## src/rtl/approx_pkg.sv

```systemverilog
// Purpose: shared widths and FSM state type for the approximate-multiplier error sweep.
// Latency: n/a (declarations only).
// Backpressure: n/a.
package approx_pkg;

    localparam int W    = 4;        // operand width
    localparam int PW   = 2 * W;    // product width
    localparam int CNTW = 2 * W + 1;// error counter width (counts up to 2^(2W))
    localparam int SUMW = 4 * W;    // error-distance accumulator width

    typedef enum logic [1:0] {
        IDLE  = 2'd0,
        SWEEP = 2'd1,
        DRAIN = 2'd2,
        DONE  = 2'd3
    } state_t;

endpackage

```

## src/rtl/abs_err_unit.sv

```systemverilog
// Purpose: exact product of a sampled operand pair and its absolute distance to an approximate product.
// Latency: combinational, zero cycles.
// Backpressure: none; pure function of its inputs.
// Ports: a1/b1 operands, y1 approximate product in; exact product and |exact - y1| out.
module abs_err_unit
    import approx_pkg::*;
#(
    parameter int OPW = approx_pkg::W
) (
    input  logic [OPW-1:0]   a1,
    input  logic [OPW-1:0]   b1,
    input  logic [2*OPW-1:0] y1,
    output logic [2*OPW-1:0] exact,
    output logic [2*OPW-1:0] ed
);

    logic [2*OPW-1:0] w_exact;

    // Operands zero-extended to product width so the multiply is never truncated.
    assign w_exact = {{OPW{1'b0}}, a1} * {{OPW{1'b0}}, b1};
    assign exact   = w_exact;
    assign ed      = (w_exact >= y1) ? (w_exact - y1) : (y1 - w_exact);

endmodule

```

## src/rtl/approx_err_sweep.sv

```systemverilog
// Purpose: drives every operand pair to a multiplier under test and accumulates its error statistics.
// Latency: 2^(2W)+2 cycles from start to done (one sample stage plus one accumulate stage).
// Backpressure: none; start is ignored while busy, stats hold in DONE until the next start.
// Ports: clk/rst_n (sync, active low), start pulse; a_o/b_o operands out, y_i product in;
//        busy/done status; err_count, sum_ed, max_ed, max_a, max_b statistics.
module approx_err_sweep
    import approx_pkg::*;
#(
    parameter int W = approx_pkg::W
) (
    input  logic              clk,
    input  logic              rst_n,
    input  logic              start,
    output logic [W-1:0]      a_o,
    output logic [W-1:0]      b_o,
    input  logic [2*W-1:0]    y_i,
    output logic              busy,
    output logic              done,
    output logic [2*W:0]      err_count,
    output logic [4*W-1:0]    sum_ed,
    output logic [2*W-1:0]    max_ed,
    output logic [W-1:0]      max_a,
    output logic [W-1:0]      max_b
);

    localparam int LPW   = 2 * W;
    localparam int LCNTW = 2 * W + 1;
    localparam int LSUMW = 4 * W;
    localparam logic [LPW-1:0] LAST_IDX = '1;   // NPAIRS-1

    state_t           r_state;
    logic [LPW-1:0]   r_idx;
    logic             r_busy;
    logic             r_done;

    // Stage 1 sample registers
    logic             r_v1;
    logic [W-1:0]     r_a1;
    logic [W-1:0]     r_b1;
    logic [LPW-1:0]   r_y1;

    // Statistics
    logic [LCNTW-1:0] r_err_count;
    logic [LSUMW-1:0] r_sum_ed;
    logic [LPW-1:0]   r_max_ed;
    logic [W-1:0]     r_max_a;
    logic [W-1:0]     r_max_b;

    logic [LPW-1:0]   w_exact;
    logic [LPW-1:0]   w_ed;

    abs_err_unit #(.OPW(W)) u_abs_err (
        .a1    (r_a1),
        .b1    (r_b1),
        .y1    (r_y1),
        .exact (w_exact),
        .ed    (w_ed)
    );

    always_ff @(posedge clk) begin
        if (!rst_n) begin
            r_state     <= IDLE;
            r_idx       <= '0;
            r_busy      <= 1'b0;
            r_done      <= 1'b0;
            r_v1        <= 1'b0;
            r_a1        <= '0;
            r_b1        <= '0;
            r_y1        <= '0;
            r_err_count <= '0;
            r_sum_ed    <= '0;
            r_max_ed    <= '0;
            r_max_a     <= '0;
            r_max_b     <= '0;
        end else begin
            // Stage 2: retire the sample captured on the previous edge.
            if (r_v1) begin
                if (w_ed != '0)
                    r_err_count <= r_err_count + 1'b1;
                r_sum_ed <= r_sum_ed + LSUMW'(w_ed);
                // Strict compare keeps the earliest pair on ties.
                if (w_ed > r_max_ed) begin
                    r_max_ed <= w_ed;
                    r_max_a  <= r_a1;
                    r_max_b  <= r_b1;
                end
            end

            r_v1 <= 1'b0;

            case (r_state)
                IDLE, DONE: begin
                    if (start) begin
                        r_state     <= SWEEP;
                        r_idx       <= '0;
                        r_busy      <= 1'b1;
                        r_done      <= 1'b0;
                        r_err_count <= '0;
                        r_sum_ed    <= '0;
                        r_max_ed    <= '0;
                        r_max_a     <= '0;
                        r_max_b     <= '0;
                    end
                end
                SWEEP: begin
                    r_a1  <= a_o;
                    r_b1  <= b_o;
                    r_y1  <= y_i;
                    r_v1  <= 1'b1;
                    // Wraps to zero after the last pair, so operands read 0 outside SWEEP.
                    r_idx <= r_idx + 1'b1;
                    if (r_idx == LAST_IDX)
                        r_state <= DRAIN;
                end
                DRAIN: begin
                    r_state <= DONE;
                    r_busy  <= 1'b0;
                    r_done  <= 1'b1;
                end
                default: begin
                    r_state <= IDLE;
                    r_busy  <= 1'b0;
                    r_done  <= 1'b0;
                end
            endcase
        end
    end

    assign a_o       = r_idx[LPW-1:W];
    assign b_o       = r_idx[W-1:0];
    assign busy      = r_busy;
    assign done      = r_done;
    assign err_count = r_err_count;
    assign sum_ed    = r_sum_ed;
    assign max_ed    = r_max_ed;
    assign max_a     = r_max_a;
    assign max_b     = r_max_b;

endmodule

```

## config.mk

```make
export PLATFORM = sky130hd
export DESIGN_NAME = approx_err_sweep
export DESIGN_NICKNAME = d
export VERILOG_FILES = /design/src/rtl/approx_pkg.sv /design/src/rtl/abs_err_unit.sv /design/src/rtl/approx_err_sweep.sv
export SDC_FILE = /design/constraint.sdc
export NUM_CORES = 1
export LEC_CHECK = 0
export ABC_AREA = 1
export ABC_CLOCK_PERIOD_IN_PS = 6800
export BUFFER_PORTS_ARGS = -buffer_cell sky130_fd_sc_hd__buf_2
export CELL_PAD_IN_SITES_DETAIL_PLACEMENT = 0
export CELL_PAD_IN_SITES_GLOBAL_PLACEMENT = 2
export CORE_MARGIN = 2
export CORE_UTILIZATION = 32
export DETAILED_ROUTE_END_ITERATION = 8
export PLACE_DENSITY = 0.89
export SYNTH_ARGS = -nofsm -noshare
export SYNTH_HDL_FRONTEND = slang
export SYNTH_HIERARCHICAL = 1
export SYNTH_SLANG_ARGS = --single-unit
```

## constraint.sdc

```tcl
create_clock -name clk -period 6.8 [get_ports clk]
set_clock_uncertainty 0.2 [all_clocks]
set_input_delay 0.34 -clock clk [delete_from_list [all_inputs] [get_ports clk]]
set_output_delay 0.34 -clock clk [all_outputs]
set_load 0.005 [all_outputs]
```

==> results of run 1 <==
==> per-stage QoR <==
step | instance area (sq um) | instances | hold slack (ns) | util | setup slack (ns)
2_1_floorplan | 5074 | 764 | 0.2559 | - | 1.965
4_1_cts | 5829 | 1040 | 0.01101 | 0.3710 | 1.146
5_1_grt | 5829 | 1040 | 0.02600 | 0.3710 | 0.7712
3_3_place_gp | 5553 | 1025 | 0.2645 | 0.3534 | 1.271
6_report | 5829 | 1040 | 0.02149 | 0.3710 | 1.174
3_5_place_dp | 5553 | 1025 | 0.2696 | 0.3534 | 1.184
==> final timing paths <==
path | start | end | slack [ns]
min | y_i[7] | r_y1[7] | 0.02
min reg2reg | max_b[1] | max_b[1] | 0.28
max reg2reg | r_b1[3] | max_b[3] | 1.17
max | r_b1[3] | max_b[3] | 1.17
==> cell usage after synthesis <==
cell type and number:
nand3_2 2, o211ai_1 2, nor3_1 9, nand4_1 6, o21bai_1 2, inv_1 127
nor2_4 4, nor2_2 3, clkinv_1 2, inv_2 6, nor4_2 2, a21oi_2 2
a21oi_4 2, nand3_4 1, a31oi_1 1, a211oi_1 1, buf_1 1, a21o_1 2
nand2_4 1, o21a_1 1, buf_6 2, or2_2 1, nand3_1 72, nand2_1 180
xnor2_1 4, or2_1 2, nor3b_2 1, nor3_2 2, clkbuf_1 4, xor2_1 6
dfxtp_1 70, ha_1 48, inv_4 1, o21ai_0 25, o21ai_2 1, nand2_2 5
nor2_1 87, buf_2 5, a21oi_1 49, o21ai_1 7, a21boi_0 1, o31ai_1 1
o21ai_4 1, fa_1 7, buf_4 5
==> metal layers <==
| metal | GRT usage | vias to the layer above | part of all wire |
|---|---|---|---|
| met5 | 0 | - | 0 |
| met4 | 0.05503 | 0 | 0.014 |
| met1 | 0.2260 | 2136 | 0.50 |
| li1 | - | 2525 | - |
| met2 | 0.2565 | 66 | 0.45 |
| met3 | 0.02788 | 13 | 0.033 |
==> sequential cells by signal, indices dropped and copies added (netlist names) <==
signal and cells:
max_b 4, max_a 4, max_ed 8, err_count 9
sum_ed 16, r_state 2, done 1, r_a1 4
busy 1, r_y1 8, r_v1 1, r_b1 4
r_idx 8
==> logic make-up (layout without fill, tap and decap cells) <==
group | Yosys count | in the layout | synth area share
AO/OA/AOI/OAI | 98 | 98 | 0.1107
XOR/XNOR | 10 | 10 | 0.01726
adder cells (fa/ha/maj) | 55 | 55 | 0.1460
buffers and inverters | 153 | 213 | 0.1216
flip-flops | 70 | 70 | 0.2762
AND/OR/NAND/NOR | 378 | 378 | 0.3282
==> area by class of cell <==
type                    count  share of cell area
well taps                 216             0.04636
clock inverters             3            0.003434
repair buffers             62             0.05366
clock buffers              12             0.04400
multi-input cells         541              0.5241
flip-flops and latches     70              0.2404
inverters                 136             0.08800
==> worst reg2reg max path: cells and delay by family (launching register included) <==
kind	cells	cell delay, ns
adders and majority gates	5	2.22
AOI/OAI and AO/OA	4	1.26
and+or+nand+nor	10	1.03
DFF	1	0.41
buffers and inverters	4	0.23
xor gates and xnor gates	1	0.17
==> results by group, run 1 <==
Status
  • Outcome: completed

Critical path
  • Crit-path leading delay family: adder cells
  • Crit path max fanout: 32
  • Critical path data arrival time: 5.66 ns
  • Worst EP required: roughly 6.8 ns
  • CP Depth: 24
  • Slowest cell on crit path: a21oi_4
  • Critical path class: flop to flop
  • R2r worst-path depth: 24
  • Cells along the critical path: nand2_1, fa_1, inv_1, fa_1, inv_1, fa_1, o21ai_0, xnor2_1, inv_1, ha_1, nand2_2, inv_2, a21oi_4, nand2_2, nor2_4, nand2_1, o21ai_1, ha_1, nand2_1, nor2_1, a21oi_4, nand3_1, nand2_1, nor2_1
  • Critical Path Source Type: flop
  • Worst Path Buf+Inv: 4
  • Largest stage delay, worst path: 0.67 ns
  • Crit path top cell by count: nand2_1
  • CP endpoint kind: flop

Run
  • Max cap viols: 0

Global routing
  • Grt total ovfl: 0
  • First-pass GRT wire length: 21580 um
  • Vias in the first global route: 4347
  • GRT Resource Usage Total: 0.1629
  • Initial antenna violation count: 0
  • Largest net degree at the start of global routing: 36

Die
  • Std-Cell Rows: 46
  • Core footprint: 15710 sq um
  • Die area: 16880 sq um
  • # IOs: 62
  • Die W: 129.9 um
  • Chip height: about 130 um
  • Starting Density: 0.3229

CTS
  • CTS sink count: 70
  • Clk buf depth: 2
  • Clk_lat worst skew: 0.34 ns
  • H-tree depth: 3
  • Clk pin slew, worst setup/hold paths: 0.06 ns
  • Inserted Clock Buffers: 9
  • Setup Fix Bufs, Post-CTS: 0
  • Root buffer cell: clkbuf_16
  • CTS tree: built
  • Post-CTS Hold Buffers: 0
  • PostCTS Resize Cnt: 0

Worst hold path
  • HP Class: input port to flop
  • Hold Path Stages: 3

Detailed routing
  • Initial DRC Count: about 230
  • DRC: 0
  • Via-to-Cell Ratio: approximately 4.6
  • Final WL: 12910 um
  • DR pass1 iterations: 4
  • Vias post-DR: 4740
  • Wire length per cell: 12.42 um
  • DRT antenna net count: 0

Layout
  • # diodes: 0
  • Fill cell count: 1746
  • # nets final: roughly 890
  • Area delta synth->final: 14.90%
  • Most common cell after layout, fill and taps aside: nand2_1
  • Multi-input logic area: slightly above 3000 sq um
  • Layout cells sized above 1: 0.1347
  • Register area: around 1400 sq um
  • Most frequent cells in the layout: nand2_1, inv_1, nor2_1

Timing
  • Setup total negative slack: 0 ns
  • Worst-Margin Slew: 0.9203 ns
  • Final hold vios: 0
  • Final setup viols: 0
  • Crit share post-route: 0.8274
  • Final count of pins violating max slew: 0
  • Crit path time final: between 5 and 6 ns
  • RSZ-0062 raised after global routing: no
  • Max Clock Freq: between 0.15 and 0.2 GHz
  • Rel. slew slack: 0.3850

Placed design
  • IO buf count: just over 60
  • Routability cong.: 0.8157
  • Post-DP HPWL: just over 10000 um

Synth
  • Synthesized area: between 5000 and 6000 sq um
  • Seq/Total Area, Yosys: 0.2762
  • Dominant cell type by area after synthesis: dfxtp_1
  • Synth unique cells: 45
  • Syn_area_per_cell: 6.641 sq um
  • Synth Instances: 764
  • Synth warnings: 6
  • Syn_nets: 830
  • Top cell type's share of synthesized area: 0.2762
  • FF+latch count, synth: 70
  • Dominant cells by area after synthesis: dfxtp_1, nand2_1, ha_1
Power of run 1 is left out: the tool's default activity adds up to more than one toggle a clock period on the data nets, which glitch-free logic cannot reach.
==> run 2, diff against run 1 <==
ABC_CLOCK_PERIOD_IN_PS = 4850   (was 6800)
CORE_UTILIZATION = 29   (was 32)
PLACE_DENSITY = 0.85   (was 0.89)
clock period = 4.85 ns   (was 6.8 ns; I/O delays follow)
==> run 2 against run 1 <==
Compared with the run above:
- cell count rose by 6.3%
- first-iteration DRC count fell by 25%
- sequential cell count did not move
- non-clock buffer count rose by 55
- critical path depth rose by 3
- final area rose by 21%
- critical path type unchanged
- worst hold slack improved by 0.069 ns
- register-to-register slack got worse by 1.1 ns
- die area rose by 10%
- sequential share of layout area fell by 4.1 points
- fmax rose by 18%
- largest cell class unchanged
- via count rose by 5.8%
==> results by group, run 2 (same netlist as run 1, synthesis figures left out) <==
Timing
  • Final hold vios: 0 (unchanged)
  • RSZ-0062 raised after global routing: yes (was no)
  • Rel. slew slack: 0.3600 (was 0.3850)
  • Worst-Margin Slew: 0.9578 ns (was 0.9203 ns)
  • Max Clock Freq: 0.2104 GHz (was 0.1777 GHz)
  • Final count of pins violating max slew: 0 (unchanged)
  • Crit share post-route: 0.9802 (was 0.8274)
  • Final setup viols: 0 (unchanged)
  • Crit path time final: 4.754 ns (was 5.626 ns)

CTS
  • CTS sink count: 70 (unchanged)
  • Clk_lat worst skew: 0.35 ns (was 0.34 ns)
  • Inserted Clock Buffers: 9 (unchanged)
  • Root buffer cell: clkbuf_16 (unchanged)
  • Clk pin slew, worst setup/hold paths: 0.06 ns (about the same)
  • Clk buf depth: 2 (unchanged)
  • CTS tree: built (unchanged)
  • H-tree depth: 3 (unchanged)

Placed design
  • Dpl cells: 1073 (was 1025)
  • Routability cong.: 0.8156 (was 0.8157)
  • Post-DP HPWL: 10460 um (was 10060 um)
  • IO buf count: 61 (unchanged)

Worst hold path
  • Hold Path Stages: 4 (was 3)
  • HP Class: input port to flop (unchanged)
  • Hold EP: busy (was r_y1[7])
  • Min-delay src: start (was y_i[7])

Global routing
  • Initial antenna violation count: 0 (unchanged)
  • Largest net degree at the start of global routing: 36 (unchanged)
  • GRT Resource Usage Total: 0.1571 (was 0.1629)
  • Vias in the first global route: 4612 (was 4347)
  • Grt total ovfl: 0 (unchanged)
  • First-pass GRT wire length: 22760 um (was 21580 um)

Run
  • Max cap viols: 0 (unchanged)

Critical path
  • Critical path class: flop to flop (unchanged)
  • Worst setup startpoint: r_b1[3] (unchanged)
  • Slowest cell on crit path: fa_2 (was a21oi_4)
  • Crit path top cell by count: nand2_2 (was nand2_1)
  • Largest stage delay, worst path: 0.57 ns (was 0.67 ns)
  • Crit path max fanout: 7 (was 32)
  • Critical path data arrival time: 4.80 ns (was 5.66 ns)
  • R2r worst-path depth: 27 (was 24)
  • Critical Path Source Type: flop (unchanged)
  • Reg2reg setup slack: 0.1 ns (was 1.17 ns)
  • Reg2reg start: r_b1[3] (unchanged)
  • R2r endpoint: max_b[1] (was max_b[3])
  • Worst EP required: 4.90 ns (was 6.83 ns)
  • CP endpoint kind: flop (unchanged)

Die
  • Std-Cell Rows: 48 (was 46)
  • Chip height: 136.3 um (was 129.9 um)
  • Core footprint: 17180 sq um (was 15710 sq um)
  • Die W: 136.3 um (was 129.9 um)
  • Die area: 18570 sq um (was 16880 sq um)
  • Starting Density: 0.2954 (was 0.3229)
  • # IOs: 62 (unchanged)

Layout
  • Post-route insts no fill: 1106 (was 1040)
  • Max reg flops: 16 (unchanged)
  • Fill cell count: 1800 (was 1746)
  • # nets final: 942 (was 886)
  • Most frequent cells in the layout: nand2_1, inv_1, nor2_1 (unchanged)
  • Layout cells sized above 1: 0.2906 (was 0.1347)
  • Area delta synth->final: 38.94% (was 14.90%)
  • Most common cell after layout, fill and taps aside: nand2_1 (unchanged)
  • # diodes: 0 (unchanged)

Detailed routing
  • DRT antenna net count: 0 (unchanged)
  • Initial DRC Count: 176 (was 234)
  • DRC: 0 (unchanged)
  • Wire length per cell: 12.97 um (was 12.42 um)
  • Final WL: 14340 um (was 12910 um)
  • DR pass1 iterations: 4 (unchanged)
  • Vias post-DR: 5014 (was 4740)
  • Via-to-Cell Ratio: 4.533 (was 4.558)

Status
  • Outcome: completed (unchanged)
[run 2: cell count changes in the layout (fill, tap and decap cells not counted), moves of 11 or more]
cell     before  now
nand2_2       5   20
nand2_1     180  158
a21oi_2       2   13
ha_1         48   32
buf_4         1   39
nand3_1      72   55
a21oi_1      49   37
ha_4          0   15
nand3_2       2   15
[run 2: worst max-delay path, delay by kind of cell, from the launching register on]
kind	cells	cell delay (ns)
flip-flops	1	0.34
AO/OA/AOI/OAI	4	0.60
adder cells (fa/ha/maj)	5	1.95
XOR/XNOR	1	0.14
AND/OR/NAND/NOR	11	0.98
buffers and inverters	6	0.44
[run 2: cell type report]
cell class | count | area, sq um | share of cell area
multi-input combinational | 542 | 3607 | 0.5117
inverter | 136 | 513.0 | 0.07277
sequential | 70 | 1404 | 0.1991
clock buffer | 10 | 229.0 | 0.03248
tap | 225 | 281.5 | 0.03994
clock inverter | 6 | 133.9 | 0.01899
timing repair buffer | 117 | 880.8 | 0.1250
[run 2: how the worst max path moves through the flow]
stage            endpoint  slack (ns)  cells after the start
6_report         max_b[1]         0.1                     27
5_1_grt         max_ed[2]       -0.12                     27
4_1_cts         max_ed[6]     0.00007                     27
3_5_place_dp   sum_ed[15]       -0.25                     22
3_3_place_gp    sum_ed[9]       -0.19                     25
2_1_floorplan    max_a[2]        0.01                     25
[run 2: timing repair]
| item | in CTS | in global routing |
|---|---|---|
| endpoints found under the hold margin | 8 | 0 |
| pin swaps | 9 | 40 |
| hold buffers | 8 | 0 |
| gates resized for setup | 14 | 104 |
| buffers inserted | 3 | 1 |
| setup endpoints to repair | 39 | 39 |
| cloned | 1 | 4 |
[run 2: routing by layer]
layer,GRT usage,vias up,share of wire
met5,0,-,0
met4,0.05324,0,0.015
met3,0.03430,15,0.032
met1,0.2075,2276,0.49
met2,0.2529,68,0.47
li1,-,2655,-
[run 2: through the flow]
step / util / worst slack, ns / hold WS [ns] / TNS [ns] / cell area, sq um
3_3_place_gp: 0.3439 / -0.1921 / 0.2630 / -4.152 / 5907
6_report: 0.4104 / 0.09602 / 0.09045 / 0 / 7049
4_1_cts: 0.3765 / 0.00007194 / 0.07939 / 0 / 6466
5_1_grt: 0.4104 / -0.1152 / 0.1160 / -1.950 / 7049
3_5_place_dp: 0.3439 / -0.2549 / 0.2679 / -6.557 / 5907
2_1_floorplan: - / 0.01499 / 0.1774 / 0 / 5074
Power of run 2 is left out for the same reason.
==> run 3, diff against run 2 <==
CORE_ASPECT_RATIO = 0.75   (was default)
==> run 3 against run 2 <==
Compared with the run above:
- worst setup slack worse by 0.027 ns
- global-route usage hardly changed
- critical path type unchanged
- sequential share of layout area is 0.71 points higher
- critical path depth is 1 higher
- worst hold slack worse by 0.0055 ns
==> results by group, run 3 (same netlist as run 1, synthesis figures left out) <==
Worst hold path
  • Hold EP: r_state[0] (was busy)
  • Min-delay src: rst_n (was start)
  • Hold Path Stages: 3 (was 4)
  • HP Class: input port to flop (unchanged)

Critical path
  • Crit path max fanout: 22 (was 7)
  • Critical Path Source Type: flop (unchanged)
  • Critical path data arrival time: 4.83 ns (was 4.80 ns)
  • Worst setup startpoint: r_b1[3] (unchanged)
  • Critical path class: flop to flop (unchanged)
  • Worst Path Buf+Inv: 7 (was 6)
  • Slowest cell on crit path: fa_2 (unchanged)
  • R2r endpoint: max_b[1] (unchanged)
  • Worst EP required: 4.90 ns (about the same)
  • CP endpoint kind: flop (unchanged)
  • Crit-path leading delay family: adder cells (unchanged)
  • R2r worst-path depth: 28 (was 27)
  • Reg2reg start: r_b1[3] (unchanged)
  • Reg2reg setup slack: 0.07 ns (was 0.1 ns)
  • Largest stage delay, worst path: 0.55 ns (was 0.57 ns)

Detailed routing
  • Vias post-DR: 4902 (was 5014)
  • DR pass1 iterations: 4 (unchanged)
  • DRT antenna net count: 0 (unchanged)
  • Via-to-Cell Ratio: 4.373 (was 4.533)
  • Initial DRC Count: 271 (was 176)
  • Final WL: 14320 um (was 14340 um)
  • DRC: 0 (unchanged)
  • Wire length per cell: 12.77 um (was 12.97 um)

CTS
  • Clk pin slew, worst setup/hold paths: 0.06 ns (about the same)
  • Clk buf depth: 2 (unchanged)
  • Clk_lat worst skew: 0.35 ns (about the same)
  • Inserted Clock Buffers: 9 (unchanged)
  • Root buffer cell: clkbuf_16 (unchanged)
  • H-tree depth: 3 (unchanged)
  • CTS sink count: 70 (unchanged)
  • CTS tree: built (unchanged)

Layout
  • Most common cell after layout, fill and taps aside: nand2_1 (unchanged)
  • Area delta synth->final: 34.28% (was 38.94%)
  • Layout cells sized above 1: 0.2644 (was 0.2906)
  • Design Area, Final: 6813 sq um (was 7049 sq um)
  • # nets final: 947 (was 942)
  • Fill cell count: 1820 (was 1800)
  • # diodes: 0 (unchanged)
  • Most frequent cells in the layout: nand2_1, inv_1, nor2_1 (unchanged)
  • Max reg flops: 16 (unchanged)

Global routing
  • GRT Resource Usage Total: 0.1576 (was 0.1571)
  • Grt total ovfl: 0 (unchanged)
  • Vias in the first global route: 4595 (was 4612)
  • First-pass GRT wire length: 23390 um (was 22760 um)
  • Initial antenna violation count: 0 (unchanged)
  • Largest net degree at the start of global routing: 36 (unchanged)

Die
  • Core footprint: 16980 sq um (was 17180 sq um)
  • Die W: 156.7 um (was 136.3 um)
  • # IOs: 62 (unchanged)
  • Chip height: 118.6 um (was 136.3 um)
  • Std-Cell Rows: 41 (was 48)
  • Die area: 18580 sq um (was 18570 sq um)
  • Starting Density: 0.2988 (was 0.2954)

Placed design
  • IO buf count: 61 (unchanged)
  • Routability cong.: 0.8387 (was 0.8156)
  • Post-DP HPWL: 10640 um (was 10460 um)
  • DP Area: 5921 sq um (was 5907 sq um)

Timing
  • Final hold vios: 0 (unchanged)
  • Final count of pins violating max slew: 0 (unchanged)
  • Rel. slew slack: 0.3415 (was 0.3600)
  • Crit share post-route: 0.9857 (was 0.9802)
  • RSZ-0062 raised after global routing: yes (unchanged)
  • Worst-Margin Slew: 0.9863 ns (was 0.9578 ns)
  • Final Hold Slack: 0.08490 ns (was 0.09045 ns)
  • Final setup viols: 0 (unchanged)
  • Crit path time final: 4.781 ns (was 4.754 ns)
  • Max Clock Freq: 0.2092 GHz (was 0.2104 GHz)

Run
  • Max cap viols: 0 (unchanged)

Status
  • Outcome: completed (unchanged)
[run 3: cell count changes in the layout (fill, tap and decap cells not counted), moves of 4 or more]
cell     previous run  this run
nand3_4             5         1
ha_1               32        36
buf_6               0         9
nand3_1            55        60
a21oi_1            37        43
buf_4              39        43
a21oi_2            13         7
buf_12              5         1
[run 3: layer usage]
layer  vias to the layer above  global-route usage  routed length (um)
li1                       2653                   -                   -
met1                      2166              0.2417                7918
met2                        74              0.2163                5690
met3                         9             0.03447                 574
met4                         0             0.04472                 133
met5                         -                   0                   0
[run 3: per-stage QoR]
| stage | util | instances | setup WS (ns) | setup TNS, ns |
|---|---|---|---|---|
| 3_5_place_dp | 0.3487 | 1089 | -0.3243 | -7.679 |
| 6_report | 0.4012 | 1121 | 0.06936 | 0 |
| 4_1_cts | 0.3778 | 1113 | 0.004243 | 0 |
| 3_3_place_gp | 0.3487 | 1089 | -0.2962 | -5.853 |
| 5_1_grt | 0.4012 | 1121 | -0.2183 | -5.420 |
| 2_1_floorplan | - | 764 | 0.01499 | 0 |
[run 3: tightest hold or removal path, delay by kind of cell]
family / cells / cell delay [ns]
AO/OA/AOI/OAI: 1 / 0.03
buffers and inverters: 1 / 0.21
AND/OR/NAND/NOR: 1 / 0.11
[run 3: layout make-up]
cell class / count / area [sq um] / area share
Multi-Input combinational cell: 541 / 3442 / 0.5052
Sequential cell: 70 / 1405 / 0.2062
Timing Repair Buffer: 123 / 834.6 / 0.1225
Inverter: 136 / 513.0 / 0.07530
Tap cell: 236 / 295.3 / 0.04334
Clock buffer: 10 / 239.0 / 0.03508
Clock inverter: 5 / 83.83 / 0.01230
[run 3: what timing repair did]
action / 4_1_cts / 5_1_grt
gates resized for setup: 18 / 76
endpoints found under the setup margin: 39 / 39
cloned: 1 / 1
setup buffers: 0 / 7
hold buffers: 8 / 0
pin swaps: 8 / 39
hold endpoints to repair: 8 / 0
[run 3: worst max path at each step]
stage	end	slack, ns	depth (start not counted)
finish	max_b[1]	0.07	28
global route	max_b[0]	-0.22	29
floorplan	max_a[2]	0.01	25
CTS	max_b[1]	0.004	26
detailed placement	sum_ed[11]	-0.32	24
global placement	sum_ed[10]	-0.30	24
Power of run 3 is left out for the same reason.
